### src/rtl/output_deskew_pkg.sv
// rtl/output_deskew_pkg.sv - shared accelerator constants and lane word type for the output deskew
package output_deskew_pkg;
  localparam int DEF_DATA_WIDTH = 16;
  localparam int DEF_N          = 4;
  localparam int DEF_CNT_WIDTH  = 16;

  typedef logic signed [DEF_DATA_WIDTH-1:0] lane_word_t;
endpackage

### src/rtl/output_deskew_if.sv
// rtl/output_deskew_if.sv - lane bus between systolic array edge, deskew and writeback
interface output_deskew_if
  import output_deskew_pkg::*;
#(
  parameter int DATA_WIDTH = DEF_DATA_WIDTH,
  parameter int N          = DEF_N,
  parameter int CNT_WIDTH  = DEF_CNT_WIDTH
);
  logic                         en;
  logic                         clr;
  logic signed [DATA_WIDTH-1:0] din [N];
  logic [N-1:0]                 din_valid;
  logic signed [DATA_WIDTH-1:0] dout [N];
  logic                         dout_valid;
  logic [CNT_WIDTH-1:0]         out_count;
  logic                         misalign_err;

  modport master (
    output en, clr, din, din_valid,
    input  dout, dout_valid, out_count, misalign_err
  );

  modport slave (
    input  en, clr, din, din_valid,
    output dout, dout_valid, out_count, misalign_err
  );
endinterface

### src/rtl/output_deskew_en_reg_async.sv
// rtl/output_deskew_en_reg_async.sv - one enabled deskew stage carrying a word and its valid bit
module en_reg_async
  import output_deskew_pkg::*;
#(
  parameter int W = DEF_DATA_WIDTH
) (
  input  logic         clk,
  input  logic         rst_n,
  input  logic         en_i,
  input  logic         clr_i,
  input  logic [W-1:0] d_i,
  input  logic         v_i,
  output logic [W-1:0] q_o,
  output logic         v_o
);
  logic [W-1:0] data_q, data_d;
  logic         valid_q, valid_d;

  always_comb begin
    data_d  = data_q;
    valid_d = valid_q;
    if (clr_i) begin
      data_d  = '0;
      valid_d = 1'b0;
    end else if (en_i) begin
      data_d  = d_i;
      valid_d = v_i;
    end
  end

  always_ff @(posedge clk or negedge rst_n) begin
    if (!rst_n) begin
      data_q  <= '0;
      valid_q <= 1'b0;
    end else begin
      data_q  <= data_d;
      valid_q <= valid_d;
    end
  end

  assign q_o = data_q;
  assign v_o = valid_q;
endmodule

### src/rtl/output_deskew.sv
// rtl/output_deskew.sv - realigns the systolic output wavefront; DESKEW_ALIGN_CHECK_EN adds the misalign flag
module output_deskew
  import output_deskew_pkg::*;
#(
  parameter int DATA_WIDTH = DEF_DATA_WIDTH,
  parameter int N          = DEF_N,
  parameter int CNT_WIDTH  = DEF_CNT_WIDTH
) (
  input  logic           clk,
  input  logic           rst_n,
  output_deskew_if.slave bus
);
  localparam logic [CNT_WIDTH-1:0] CNT_MAX = '1;

  logic [N-1:0] lane_v;
  logic         vec_valid;

  // Lane y needs N-1-y stages so its word lines up with the undelayed top lane.
  for (genvar y = 0; y < N; y++) begin : g_lane
    localparam int S = N - 1 - y;
    logic [DATA_WIDTH-1:0] d_w [S+1];
    logic                  v_w [S+1];

    assign d_w[0] = bus.din[y];
    assign v_w[0] = bus.din_valid[y];

    for (genvar s = 0; s < S; s++) begin : g_stage
      en_reg_async #(.W(DATA_WIDTH)) u_stage (
        .clk   (clk),
        .rst_n (rst_n),
        .en_i  (bus.en),
        .clr_i (bus.clr),
        .d_i   (d_w[s]),
        .v_i   (v_w[s]),
        .q_o   (d_w[s+1]),
        .v_o   (v_w[s+1])
      );
    end

    assign bus.dout[y] = d_w[S];
    assign lane_v[y]   = v_w[S];
  end

  assign vec_valid      = bus.en & (&lane_v);
  assign bus.dout_valid = vec_valid;

  logic [CNT_WIDTH-1:0] cnt_q, cnt_d;

  always_comb begin
    cnt_d = cnt_q;
    if (bus.clr) begin
      cnt_d = '0;
    end else if (vec_valid && (cnt_q != CNT_MAX)) begin
      cnt_d = cnt_q + 1'b1;
    end
  end

  always_ff @(posedge clk or negedge rst_n) begin
    if (!rst_n) begin
      cnt_q <= '0;
    end else begin
      cnt_q <= cnt_d;
    end
  end

  assign bus.out_count = cnt_q;

`ifdef DESKEW_ALIGN_CHECK_EN
  logic err_q, err_d;
  logic mixed;

  // A partially valid vector means the upstream skew was broken.
  assign mixed = (lane_v != '0) && (lane_v != '1);

  always_comb begin
    err_d = err_q;
    if (bus.clr) begin
      err_d = 1'b0;
    end else if (bus.en && mixed) begin
      err_d = 1'b1;
    end
  end

  always_ff @(posedge clk or negedge rst_n) begin
    if (!rst_n) begin
      err_q <= 1'b0;
    end else begin
      err_q <= err_d;
    end
  end

  assign bus.misalign_err = err_q;
`else
  assign bus.misalign_err = 1'b0;
`endif
endmodule

### src/flat_wrapper.sv
// flat-port wrapper written by rule: the top's interface ports become plain ports
module output_deskew_flat import output_deskew_pkg::*;
#(
  parameter int DATA_WIDTH = DEF_DATA_WIDTH,
  parameter int N          = DEF_N,
  parameter int CNT_WIDTH  = DEF_CNT_WIDTH
)
  (clk, rst_n, bus_en, bus_clr, bus_din, bus_din_valid, bus_dout, bus_dout_valid, bus_out_count, bus_misalign_err);
  output_deskew_if #(.DATA_WIDTH(DATA_WIDTH), .N(N), .CNT_WIDTH(CNT_WIDTH)) bus_i ();
  input  logic clk;
  input  logic rst_n;
  input wire logic [$bits(bus_i.en)-1:0] bus_en;
  input wire logic [$bits(bus_i.clr)-1:0] bus_clr;
  input wire logic [$bits(bus_i.din)-1:0] bus_din;
  input wire logic [$bits(bus_i.din_valid)-1:0] bus_din_valid;
  output wire logic [$bits(bus_i.dout)-1:0] bus_dout;
  output wire logic [$bits(bus_i.dout_valid)-1:0] bus_dout_valid;
  output wire logic [$bits(bus_i.out_count)-1:0] bus_out_count;
  output wire logic [$bits(bus_i.misalign_err)-1:0] bus_misalign_err;
  assign bus_i.en = bus_en;
  assign bus_i.clr = bus_clr;
  assign bus_i.din = {>>{bus_din}};
  assign bus_i.din_valid = bus_din_valid;
  assign bus_dout = {>>{bus_i.dout}};
  assign bus_dout_valid = bus_i.dout_valid;
  assign bus_out_count = bus_i.out_count;
  assign bus_misalign_err = bus_i.misalign_err;
  output_deskew #(.DATA_WIDTH(DATA_WIDTH), .N(N), .CNT_WIDTH(CNT_WIDTH)) u_core (.clk(clk), .rst_n(rst_n), .bus(bus_i));
endmodule
### config.mk
export PLATFORM = sky130hd
export DESIGN_NAME = output_deskew_flat
export DESIGN_NICKNAME = d
export VERILOG_FILES = /design/src/rtl/output_deskew_pkg.sv /design/src/rtl/output_deskew_if.sv /design/src/rtl/output_deskew_en_reg_async.sv /design/src/rtl/output_deskew.sv /design/src/flat_wrapper.sv
export SDC_FILE = /design/constraint.sdc
export NUM_CORES = 1
export LEC_CHECK = 0
export ABC_AREA = 1
export BUFFER_PORTS_ARGS = -buffer_cell sky130_fd_sc_hd__buf_4
export CORE_ASPECT_RATIO = 1.2
export CORE_MARGIN = 3
export CORE_UTILIZATION = 50
export DETAILED_ROUTE_END_ITERATION = 8
export GPL_TIMING_DRIVEN = 0
export PLACE_DENSITY = 0.77
export SYNTH_ARGS = -nofsm -noshare
export SYNTH_HDL_FRONTEND = slang
export SYNTH_SLANG_ARGS = --single-unit
### constraint.sdc
create_clock -name clk -period 2.4 [get_ports clk]
set_input_delay 0.36 -clock clk [delete_from_list [all_inputs] [get_ports clk]]
set_output_delay 0.36 -clock clk [all_outputs]
set_load 0.02 [all_outputs]
==> results of run 1 <==
## final cells by class
cell class                      count  area (sq um)
Multi-Input combinational cell    278          1430
Clock inverter                      8          95.1
Sequential cell                   118          2950
Inverter                          119           447
Tap cell                          126           158
Timing Repair Buffer              136          1040
Clock buffer                       24           502
Buffer                             78           500
Fill cell                         785          3090
## worst max-delay path, stage by stage (launching register included)
cell and delay, ns:
dfrtp_1 0.41, ha_1 0.24, nand2_1 0.07, nor2_1 0.13, nand2_2 0.13, nor2_4 0.14
nor2_4 0.07, nor2_4 0.11, buf_6 0.16, nand2_1 0.06, nand2_1 0.07
## kinds of logic (layout without fill, tap and decap cells)
kind of cell | count (synthesis) | count (layout) | share of synthesized area, %
DFF | 118 | 118 | 55.4
buffers and inverters | 197 | 365 | 17.8
xor gates and xnor gates | 5 | 5 | 0.822
AOI/OAI and AO/OA | 112 | 112 | 11.9
adders and majority gates | 1 | 1 | 0.235
other | 1 | 1 | 0.0704
and+or+nand+nor | 159 | 159 | 13.8
## layer usage
metal  global-route usage (%)  wire (microns)  vias to the layer above
met4                     9.77             240                        0
met1                     28.9            5450                     2141
met2                     39.4            6980                      139
met5                        0               0                        -
met3                     5.16             664                       21
li1                         -               -                     2164
## power groups by stage
stage / registers (mW) / clock network, mW / logic (mW)
floorplan: 2.14 / 0 / 0.224
global placement: 2.12 / 0 / 0.463
detailed placement: 2.12 / 0 / 0.481
CTS: 2.09 / 2.54 / 0.486
global route: 2.10 / 2.65 / 0.526
finish: 2.09 / 2.52 / 0.480
## worst min path at each step
| stage | slack [ns] | cells after the start | endpoint | startpoint |
|---|---|---|---|---|
| after floorplan | 0.06 | 0 | u_core.bus.out_count[0] | rst_n |
| after global placement | 0.50 | 2 | u_core.g_lane[0].g_stage[1].u_stage.q_o[12] | u_core.g_lane[0].g_stage[1].u_stage.q_o[12] |
| after detailed placement | 0.44 | 1 | u_core.bus.out_count[13] | rst_n |
| after CTS | 0.0006 | 1 | u_core.bus.out_count[2] | rst_n |
| after global routing | 0.02 | 1 | u_core.bus.out_count[2] | rst_n |
| final | -0.02 | 1 | u_core.bus.out_count[13] | rst_n |
## placed cells by master, fill, tap and decap left out, types with 2 or more instances in the layout
cell,netlist,final
dfrtp_1,118,118
o21ai_0,56,56
nor2_1,16,16
nand2_2,2,2
a21oi_1,2,2
clkbuf_1,11,13
inv_1,118,118
nor2_4,4,4
clkinv_2,0,4
nand4_1,8,8
clkinvlp_4,0,2
nand3_1,63,63
buf_4,50,185
clkbuf_16,0,17
o21bai_1,3,3
xor2_1,5,5
buf_2,10,10
o22ai_1,51,51
bufinv_16,0,2
buf_1,6,6
clkbuf_8,0,5
nand2_1,64,64
## flip-flops by register name (all words and copies together), names as in the netlist
register / count
u_core.g_lane.g_stage.u_stage.q_o: 96
u_core.bus.out_count: 16
u_core.g_lane.g_stage.u_stage.v_o: 6
## cell usage after synthesis
cell type,instances,area (sq um)
o21ai_0,56,280
dfrtp_1,118,2950
nand3b_1,1,7.51
o22ai_1,51,319
nand4_1,8,50.1
or2_2,1,6.26
nor2_4,4,45.0
buf_2,10,50.1
clkbuf_1,11,41.3
buf_1,6,22.5
nor2_1,16,60.1
ha_1,1,12.5
inv_2,1,3.75
o21bai_1,3,22.5
buf_6,1,11.3
nand2_1,64,240
a21oi_1,2,10.0
xor2_1,5,43.8
nand3_1,63,315
inv_1,118,443
conb_1,1,3.75
buf_4,50,375
nand2_2,2,12.5
## through the flow
stage | hold WS, ns | total power, mW | util [%] | setup WS [ns]
6_report | -0.0222 | 5.10 | 69.8 | 0.735
5_1_grt | 0.0216 | 5.28 | 69.8 | 0.641
4_1_cts | 0.000645 | 5.12 | 69.8 | 0.749
3_5_place_dp | 0.436 | 2.61 | 63.9 | 0.783
3_3_place_gp | 0.501 | 2.58 | 63.7 | 0.729
2_1_floorplan | 0.0644 | 2.36 | - | 0.814
==> metrics.md, run 1 <==
| Metric | Value |
|---|---|
| Status | `finished, violations left` |
| Failing checks | `negative hold slack` |
| Initial antenna violation count | `0` |
| Grt ovf | `0` |
| Net Sw Frac | `a little under a quarter` |
| Num CTS Buffers | `17` |
| Critical path data arrival time | `2.01 ns` |
| Core region area | `roughly 10000 sq um` |
| Share of cells above drive strength 1 | `30.9%` |
| Pre-Repair DR Iteration Count | `5` |
| Non-filler instance count after layout | `887` |
| CP required | `2.75 ns` |
| Logic pwr share | `under 10%` |
| Drt wl/cell | `15.0 microns` |
| Antenna cell count | `0` |
| P_int | `3.92 mW` |
| Max-slew headroom | `55.3%` |
| Largest net degree at the start of global routing | `slightly below 70` |
| Final #Nets | `821` |
| Die H | `119 microns` |
| Via count | `4465` |
| Postcts setup bufs | `0` |
| Final period util | `69.4%` |
| Finished Cell Area | `between 7000 and 8000 sq um` |
| Initial DRC Count | `around 270` |
| Die width | `100 microns` |
| Synth Cell Area | `5330 sq um` |
| Reg power frac | `41.0%` |
| Vias per inst | `a little over 5` |
| RSZ-0062 raised after global routing | `no` |
| CTS tree | `built` |
| Clk buf depth | `2` |
| Final WL | `13300 microns` |
| Post-synth cell types | `23` |
| Clock Latency Late Sink | `0.41 ns` |
| Clock skew | `0.00571 ns` |
| Clk pin slew, worst setup/hold paths | `0.06 ns` |
| Critical path launch point type | `register` |
| H-Tree Depth | `4` |
| Worst R2R Setup Slack | `0.73 ns` |
| # IOs | `154` |
| Max Freq | `0.600 GHz` |
| Total GRT Usage | `23.4%` |
| Synth Warn # | `0` |
| Reg-to-reg endpoint | `u_core.bus.out_count[10]` |
| Resized cells post-CTS | `0` |
| Synthesized net count | `666` |
| Residual DRC count | `0` |
| Root Driver | `clkbuf_16` |
| Crit Reg-Reg Startpoint | `u_core.bus.out_count[1]` |
| Leak | `approximately 3.5 nW` |
| Placed cell count | `855` |
| Hold Slack | `-0.0222 ns` |
| Area growth syn-to-layout | `33.7%` |
| Sink Count | `118` |
| Clock share of power | `between 40% and 50%` |
| Slew Viols, Final | `0` |
| Reg2reg path depth | `10` |
| CP Capture Type | `register` |
| Seq cells post-synth | `118` |
| Setup violations, final | `0` |
| Hold-fix buffer count after cts | `0` |
| Final Hold Fails | `16` |
| Setup_tns | `0 ns` |
| Remaining antenna violation count | `0` |
| Worst slew pin tran | `0.670 ns` |
| Kind of critical path | `reg -> reg` |
| Syn Area/Cell | `8.99 sq um` |
| Initial Utilization | `~52%` |
| Power per cell area | `around 720 nW/um^2` |
| Final RePlAce weighted congestion | `0.891` |
| Placed instance area | `6530 sq um` |
| MaxCap Viol Count | `0` |
| Hold WC Path Type | `in -> async` |
| Vias in the first global route | `4577` |
| Fin crit period | `1.67 ns` |
| Crit path capture | `u_core.bus.out_count[10]` |
| Dpl hpwl | `9170 microns` |
| VDD IR max | `about 0.52 mV` |
| Worst setup path start | `u_core.bus.out_count[1]` |
| FP Rows | `40` |
| Worst Path Max Fanout | `10` |
| Switching pwr | `around 1.2 mW` |
| Synth Instances | `593` |
| First-pass GRT wire length | `22000 microns` |
| Sequential element share of the synthesized area | `55.4%` |
| Die area | `11900 sq um` |
| IO buf count | `135` |
Power figures use the tool's default switching activity.
==> run 2: changes to the inputs <==
- ABC_AREA: 1 -> 0
- CORE_UTILIZATION: 50 -> 47
- PLACE_DENSITY: 0.77 -> 0.76
- clock period: 2.4 -> 1.5 ns (I/O delays scaled with it)
==> run 2 against run 1 <==
  * The flow finishes with violations (negative setup slack)
  * First-iteration DRC count fell by 42%
  * Fmax fell by 6.5%
  * Combinational power rose by 69%
  * Critical path depth fell by 5
  * Via count fell by 6.1%
  * Die area rose by 6.9%
  * Routed wire length fell by 2.0%
  * Synthesized area rose by 0.87%
  * Total power rose by 63%
  * Critical endpoint unchanged
==> metrics.md, run 2 <==
| Metric | Value |
|---|---|
| Status | `finished, violations left` |
| Failing checks | `negative setup slack` |
| Via count | `4192` |
| CP Capture Type | `register` |
| Ranking of synthesized cells by area | `dfrtp_1 (55%), mux2i_1 (19%), nor2_1 (7.7%)` |
| Seq cells post-synth | `between 100 and 150` |
| Most frequent cells in the layout | `buf_4 (205), nor2_1 (108), dfrtp_1 (107)` |
| Synth Warn # | `0` |
| Most common cell after layout, fill and taps aside | `buf_4` |
| Final RePlAce weighted congestion | `around 0.80` |
| Sequential element share of the synthesized area | `between 50% and 60%` |
| Dpl hpwl | `8640 microns` |
| Root Driver | `clkbuf_16` |
| Final Hold Fails | `0` |
| Top-count cell post-synth | `dfrtp_1` |
| Kind of critical path | `reg -> reg` |
| Clk buf depth | `2` |
| First-pass GRT wire length | `20600 microns` |
| Worst Path Max Fanout | `6` |
| Max-slew headroom | `47.3%` |
| IO buf count | `135` |
| Initial Utilization | `48.5%` |
| FP Rows | `42` |
| Max reg flops | `96` |
| Setup violations, final | `17` |
| Num CTS Buffers | `17` |
| VDD IR max | `0.818 mV` |
| Placed cell count | `773` |
| # IOs | `154` |
| Multi-input gate area | `2120 sq um` |
| Filler cell count | `801` |
| Top cell type's share of synthesized area | `54.9%` |
| Remaining antenna violation count | `0` |
| Worst slew pin tran | `around 0.8 ns` |
| Die area | `12800 sq um` |
| Final period util | `119%` |
| MaxCap Viol Count | `0` |
| Area growth syn-to-layout | `41.9%` |
| Commonest cells in the netlist | `dfrtp_1 (118), nor2_1 (110), mux2i_1 (103), buf_4 (49)` |
| Clock skew | `0.00789 ns` |
| Largest net degree at the start of global routing | `65` |
| Vias per inst | `5.05` |
| Initial antenna violation count | `0` |
| Clock Latency Late Sink | `0.41 ns` |
| Share of cells above drive strength 1 | `43.8%` |
| Final #Nets | `736` |
| Leak | `3.98 nW` |
| Hold WC Path Type | `in -> reg` |
| Drt wl/cell | `15.7 microns` |
| Final WL | `between 10000 and 15000 microns` |
| Final worst slack | `-0.281 ns` |
| Residual DRC count | `0` |
| H-Tree Depth | `4` |
| Total GRT Usage | `between 20% and 30%` |
| Fin crit period | `1.78 ns` |
| Synth Cell Area | `between 5000 and 6000 sq um` |
| Sink Count | `118` |
| Vias in the first global route | `4241` |
| Post-synth cell types | `35` |
| Total power | `8.30 mW` |
| Non-filler instance count after layout | `830` |
| Synthesized net count | `between 500 and 600` |
| Antenna cell count | `0` |
| Core region area | `~11000 sq um` |
| Die width | `104 microns` |
| Slew Viols, Final | `0` |
| CP Cell Sequence | `ha_4 -> nand3_4 -> or3_4 -> or4_1 -> a21oi_2` |
| Crit-path slowest cell | `or4_1` |
| Clk pin slew, worst setup/hold paths | `0.06 ns` |
| Max Freq | `0.562 GHz` |
| Delay-heaviest family, CP | `simple AND/OR/NAND/NOR gates` |
| Syn Area/Cell | `11.1 sq um` |
| Worst R2R Setup Slack | `-0.28 ns` |
| RSZ-0062 raised after global routing | `yes` |
| Reg area | `between 2000 and 3000 sq um` |
| Post-synth top area cell | `dfrtp_1` |
| Power per cell area | `1090 nW/um^2` |
| Pre-Repair DR Iteration Count | `7` |
| CP max stage delay | `0.55 ns` |
| WP buf/inv | `0` |
| Post-synth EDFFs | `0` |
| CP required | `1.82 ns` |
| CTS tree | `built` |
| Critical path launch point type | `register` |
| Ys flop type | `dfrtp_1` |
| Initial DRC Count | `155` |
| Grt ovf | `0` |
| Synth Instances | `between 400 and 500` |
| Critical path data arrival time | `2.10 ns` |
| Synth async-reset ratio | `between 90% and 100%` |
| Die H | `between 100 and 150 microns` |
run 2: cell count changes in the layout (fill, tap and decap cells not counted), sizes merged, moves of 7 or more:
cell | previous run | this run
nand2 | 66 | 9
o22ai | 51 | 0
mux2i | 0 | 103
clkbuf | 35 | 28
inv | 119 | 8
nor2 | 20 | 110
buf | 203 | 224
nand3 | 63 | 4
o21ai | 56 | 1
run 2: worst min-delay path, cell delays in order:
cell     delay [ns]
buf_4          0.08
mux2i_1        0.05
nor2_1         0.07
run 2: stage by stage:
| step | utilization [%] | TNS (ns) | setup WS, ns | hold slack, ns | instance area [sq um] |
|---|---|---|---|---|---|
| floorplan | - | -2.42 | -0.367 | -0.0706 | 5420 |
| global placement | 59.8 | -47.61 | -0.499 | 0.467 | 6630 |
| detailed placement | 60.1 | -43.60 | -0.593 | 0.220 | 6660 |
| CTS | 67.3 | -2.93 | -0.271 | 0.0460 | 7460 |
| global route | 68.8 | -3.84 | -0.333 | 0.0489 | 7630 |
| finish | 68.8 | -2.96 | -0.281 | 0.0638 | 7630 |
run 2: timing repair:
| action | CTS | global route |
|---|---|---|
| hold buffers | 1 | 0 |
| hold endpoints to repair | 54 | 0 |
| pin swaps | 10 | 12 |
| setup buffers | 14 | 11 |
| resized for setup | 22 | 23 |
| endpoints found under the setup margin | 97 | 27 |
run 2: area by class of cell:
cell class                 count  share of cell area, %
multi-input combinational    285                   27.8
timing repair buffer         162                   16.4
buffer                        74                   6.25
sequential                   118                   38.9
clock buffer                  17                   5.58
inverter                       5                  0.279
tap                          154                   2.53
clock inverter                15                   2.35
run 2: path summary, 6_finish.rpt:
check / start / to / cells past startpoint
min in group asynchronous: rst_n / u_core.g_lane[2].g_stage[0].u_stage.q_o[12] / 2
max in group asynchronous: rst_n / u_core.bus.out_count[3] / 3
hold / removal: bus_din[56] / u_core.g_lane[0].g_stage[0].u_stage.q_o[8] / 3
setup / recovery: u_core.bus.out_count[1] / u_core.bus.out_count[10] / 5
hold reg to reg: u_core.g_lane[0].g_stage[0].u_stage.q_o[8] / u_core.g_lane[0].g_stage[0].u_stage.q_o[8] / 2
setup reg to reg: u_core.bus.out_count[1] / u_core.bus.out_count[10] / 5
run 2: metal layers:
metal,track usage [%],share of wire [%],routed length [microns],up-vias
met5,0,0,0,-
met4,7.23,1.6,210,0
met3,7.52,6.9,905,17
met2,34.2,51,6630,159
met1,23.9,41,5310,2053
li1,-,-,-,1963
run 2: power by group:
part	internal [mW]	total [mW]	switching, mW	leakage [nW]
combinational	0.388	0.812	0.425	2.11
clock	2.62	4.11	1.49	0.286
sequential	3.30	3.37	0.0695	1.59
run 2: cells by family after synthesis:
family | count (synthesis) | share of synthesized area, %
AND/OR/NAND/NOR | 156 | 13.1
flip-flops | 118 | 54.9
multiplexers | 107 | 20.0
buffers and inverters | 80 | 9.24
AO/OA/AOI/OAI | 20 | 2.44
adder cells (fa/ha/maj) | 1 | 0.233
other | 1 | 0.0698
==> run 3: changes to the inputs <==
- CORE_UTILIZATION: 47 -> 49
- CTS_BUF_LIST: unset -> sky130_fd_sc_hd__clkbuf_8
- PLACE_DENSITY: 0.76 -> 0.79
==> run 3 against run 2 <==
  * The run still ends with negative setup slack left
  * Non-clock buffer count increased by 4
  * Hold slack got worse by 0.025 ns
  * Critical endpoint is now u_core.bus.out_count[4]
  * Worst setup slack improved by 0.0012 ns
==> metrics.md, run 3 (synthesized netlist as in run 2, its figures left out) <==
| Metric | Value |
|---|---|
| Status | `finished, violations left` |
| Reg-to-reg endpoint | `u_core.bus.out_count[4]` |
| Switching pwr | `1.74 mW` |
| Leak | `3.88 nW` |
| Final RePlAce weighted congestion | `just over 0.8` |
| Setup violations, final | `17` |
| Final #Nets | `740` |
| P_int | `5.19 mW` |
| Vias per inst | `5.22` |
| Non-filler instance count after layout | `809` |
| Kind of critical path | `reg -> reg` |
| Most used cell, CP | `or3_4` |
| VDD IR max | `0.607 mV` |
| Critical path launch point type | `register` |
| Placed instance area | `6630 sq um` |
| Placed cell count | `748` |
| Share of cells above drive strength 1 | `between 40% and 50%` |
| Final Hold Fails | `0` |
| Core region area | `10600 sq um` |
| Die area | `12300 sq um` |
| Hold WC Path Type | `in -> reg` |
| Filler cell count | `779` |
| Worst slew pin tran | `0.726 ns` |
| Reg area | `2970 sq um` |
| Die H | `between 100 and 150 microns` |
| Initial Utilization | `50.6%` |
| DR WL met2 | `6830 microns` |
| Crit-path slowest cell | `or3_4` |
| Pre-Repair DR Iteration Count | `4` |
| Min-Delay Endpoint | `u_core.g_lane[2].g_stage[0].u_stage.q_o[15]` |
| Hold path depth | `3` |
| Largest net degree at the start of global routing | `104` |
| Remaining antenna violation count | `0` |
| Grt ovf | `0` |
| Max Freq | `0.562 GHz` |
| H-Tree Depth | `4` |
| Critical path data arrival time | `2.12 ns` |
| Net Sw Frac | `25.1%` |
| Total GRT Usage | `between 20 and 25%` |
| MaxCap Viol Count | `0` |
| Clock skew | `around 0.012 ns` |
| Die width | `102 microns` |
| Root Driver | `clkbuf_8` |
| Reg power frac | `48.5%` |
| Clock Latency Late Sink | `approximately 0.43 ns` |
| # IOs | `154` |
| Clk pin slew, worst setup/hold paths | `0.08 ns` |
| Failing checks | `negative setup slack` |
| Antenna cell count | `0` |
| FP Rows | `41` |
| Reg2reg path depth | `5` |
| Dpl hpwl | `slightly below 9000 microns` |
| Clk buf depth | `2` |
| CP max stage delay | `0.46 ns` |
| Final worst slack | `-0.279 ns` |
| Num CTS Buffers | `17` |
| Vias in the first global route | `approximately 4400` |
| Finished Cell Area | `7450 sq um` |
| Max Used Layer | `met4` |
| Fin crit period | `1.78 ns` |
| Worst Path Max Fanout | `5` |
| Max reg flops | `96` |
| Wire length on met1 | `approximately 5300 microns` |
| Initial antenna violation count | `0` |
| CP Capture Type | `register` |
| Area growth syn-to-layout | `38.5%` |
| Crit Reg-Reg Startpoint | `u_core.g_lane[1].g_stage[1].u_stage.v_o` |
| RSZ-0062 raised after global routing | `yes` |
| Power per cell area | `932 nW/um^2` |
| Slew Viols, Final | `0` |
| Max-slew headroom | `51.6%` |
| Min-delay src | `bus_din[31]` |
| Most frequent cells in the layout | `buf_4 (210), nor2_1 (108), dfrtp_1 (105)` |
| Final period util | `119%` |
| CTS tree | `built` |
| CP required | `between 1.5 and 2 ns` |
| CP Cell Sequence | `nand4_1 -> or3_4 -> buf_4 -> or3_4 -> a21oi_2` |
| Residual DRC count | `0` |
| Logic pwr share | `a little under an eighth` |
| Initial DRC Count | `167` |
| Clock share of power | `39.6%` |
| Drt wl/cell | `16.5 microns` |
| Multi-input gate area | `2160 sq um` |
| IO buf count | `135` |
| First-pass GRT wire length | `21200 microns` |
| Via count | `4225` |
| Sink Count | `118` |
| Most common cell after layout, fill and taps aside | `buf_4` |
| Final WL | `13300 microns` |
| Fin util | `70.1%` |
| Worst R2R Setup Slack | `-0.28 ns` |
| Wire length on met3 | `767 microns` |
| Setup_tns | `-2.90 ns` |
[run 3: changes by cell type in the layout (fill, tap and decap cells not counted), sizes merged]
| cell | previous run | this run |
|---|---|---|
| buf | 224 | 228 |
| bufinv | 3 | 1 |
| clkbuf | 28 | 33 |
| clkinv | 5 | 4 |
| clkinvlp | 4 | 3 |
| inv | 8 | 7 |
[run 3: stage by stage]
step / power (mW) / hold WS [ns] / setup WS (ns)
final: 6.94 / 0.0388 / -0.279
after floorplan: 3.86 / -0.0706 / -0.367
after CTS: 7.00 / 0.0127 / -0.314
after detailed placement: 4.24 / 0.0682 / -0.534
after global routing: 7.25 / 0.0239 / -0.348
after global placement: 4.20 / 0.466 / -0.487
[run 3: how the worst max path moves through the flow]
| stage | from | to | slack (ns) | cells after the start |
|---|---|---|---|---|
| floorplan | u_core.bus.out_count[1] | u_core.bus.out_count[10] | -0.37 | 6 |
| global placement | bus_clr | u_core.g_lane[2].g_stage[0].u_stage.q_o[7] | -0.49 | 5 |
| detailed placement | u_core.bus.out_count[7] | u_core.bus.out_count[0] | -0.53 | 4 |
| CTS | u_core.bus.out_count[0] | u_core.bus.out_count[10] | -0.31 | 6 |
| global route | u_core.g_lane[1].g_stage[1].u_stage.v_o | u_core.bus.out_count[4] | -0.35 | 5 |
| finish | u_core.g_lane[1].g_stage[1].u_stage.v_o | u_core.bus.out_count[4] | -0.28 | 5 |
[run 3: final cells by class]
cell class,count,area share (%)
flip-flops and latches,118,39.9
well taps,129,2.17
clock buffers,22,4.07
repair buffers,166,17.2
multi-input cells,285,29.0
inverters,5,0.286
plain buffers,74,6.39
clock inverters,10,1.08
[run 3: worst max-delay path, delay by kind of cell, from the launching register on]
kind / cells / cell delay [ns]
and+or+nand+nor: 3 / 1.02
DFF: 1 / 0.38
buffers and inverters: 1 / 0.17
AOI/OAI and AO/OA: 1 / 0.12
[run 3: repair_timing]
item,in CTS,in global routing
setup endpoints to repair,70,18
pin swaps,13,12
hold endpoints to repair,117,0
buffers inserted,19,10
hold buffers,1,0
resized for setup,26,22
[run 3: metal layers]
layer,vias to the layer above,GRT usage [%]
li1,1961,-
met1,2084,26.7
met2,147,36.9
met3,33,6.46
met4,0,9.06
met5,-,0
[run 3: power by group through the flow]
stage / logic [mW] / registers, mW / clock network (mW)
floorplan: 0.424 / 3.43 / 0
global placement: 0.786 / 3.42 / 0
detailed placement: 0.821 / 3.42 / 0
CTS: 0.829 / 3.37 / 2.81
global route: 0.896 / 3.38 / 2.98
finish: 0.820 / 3.37 / 2.75
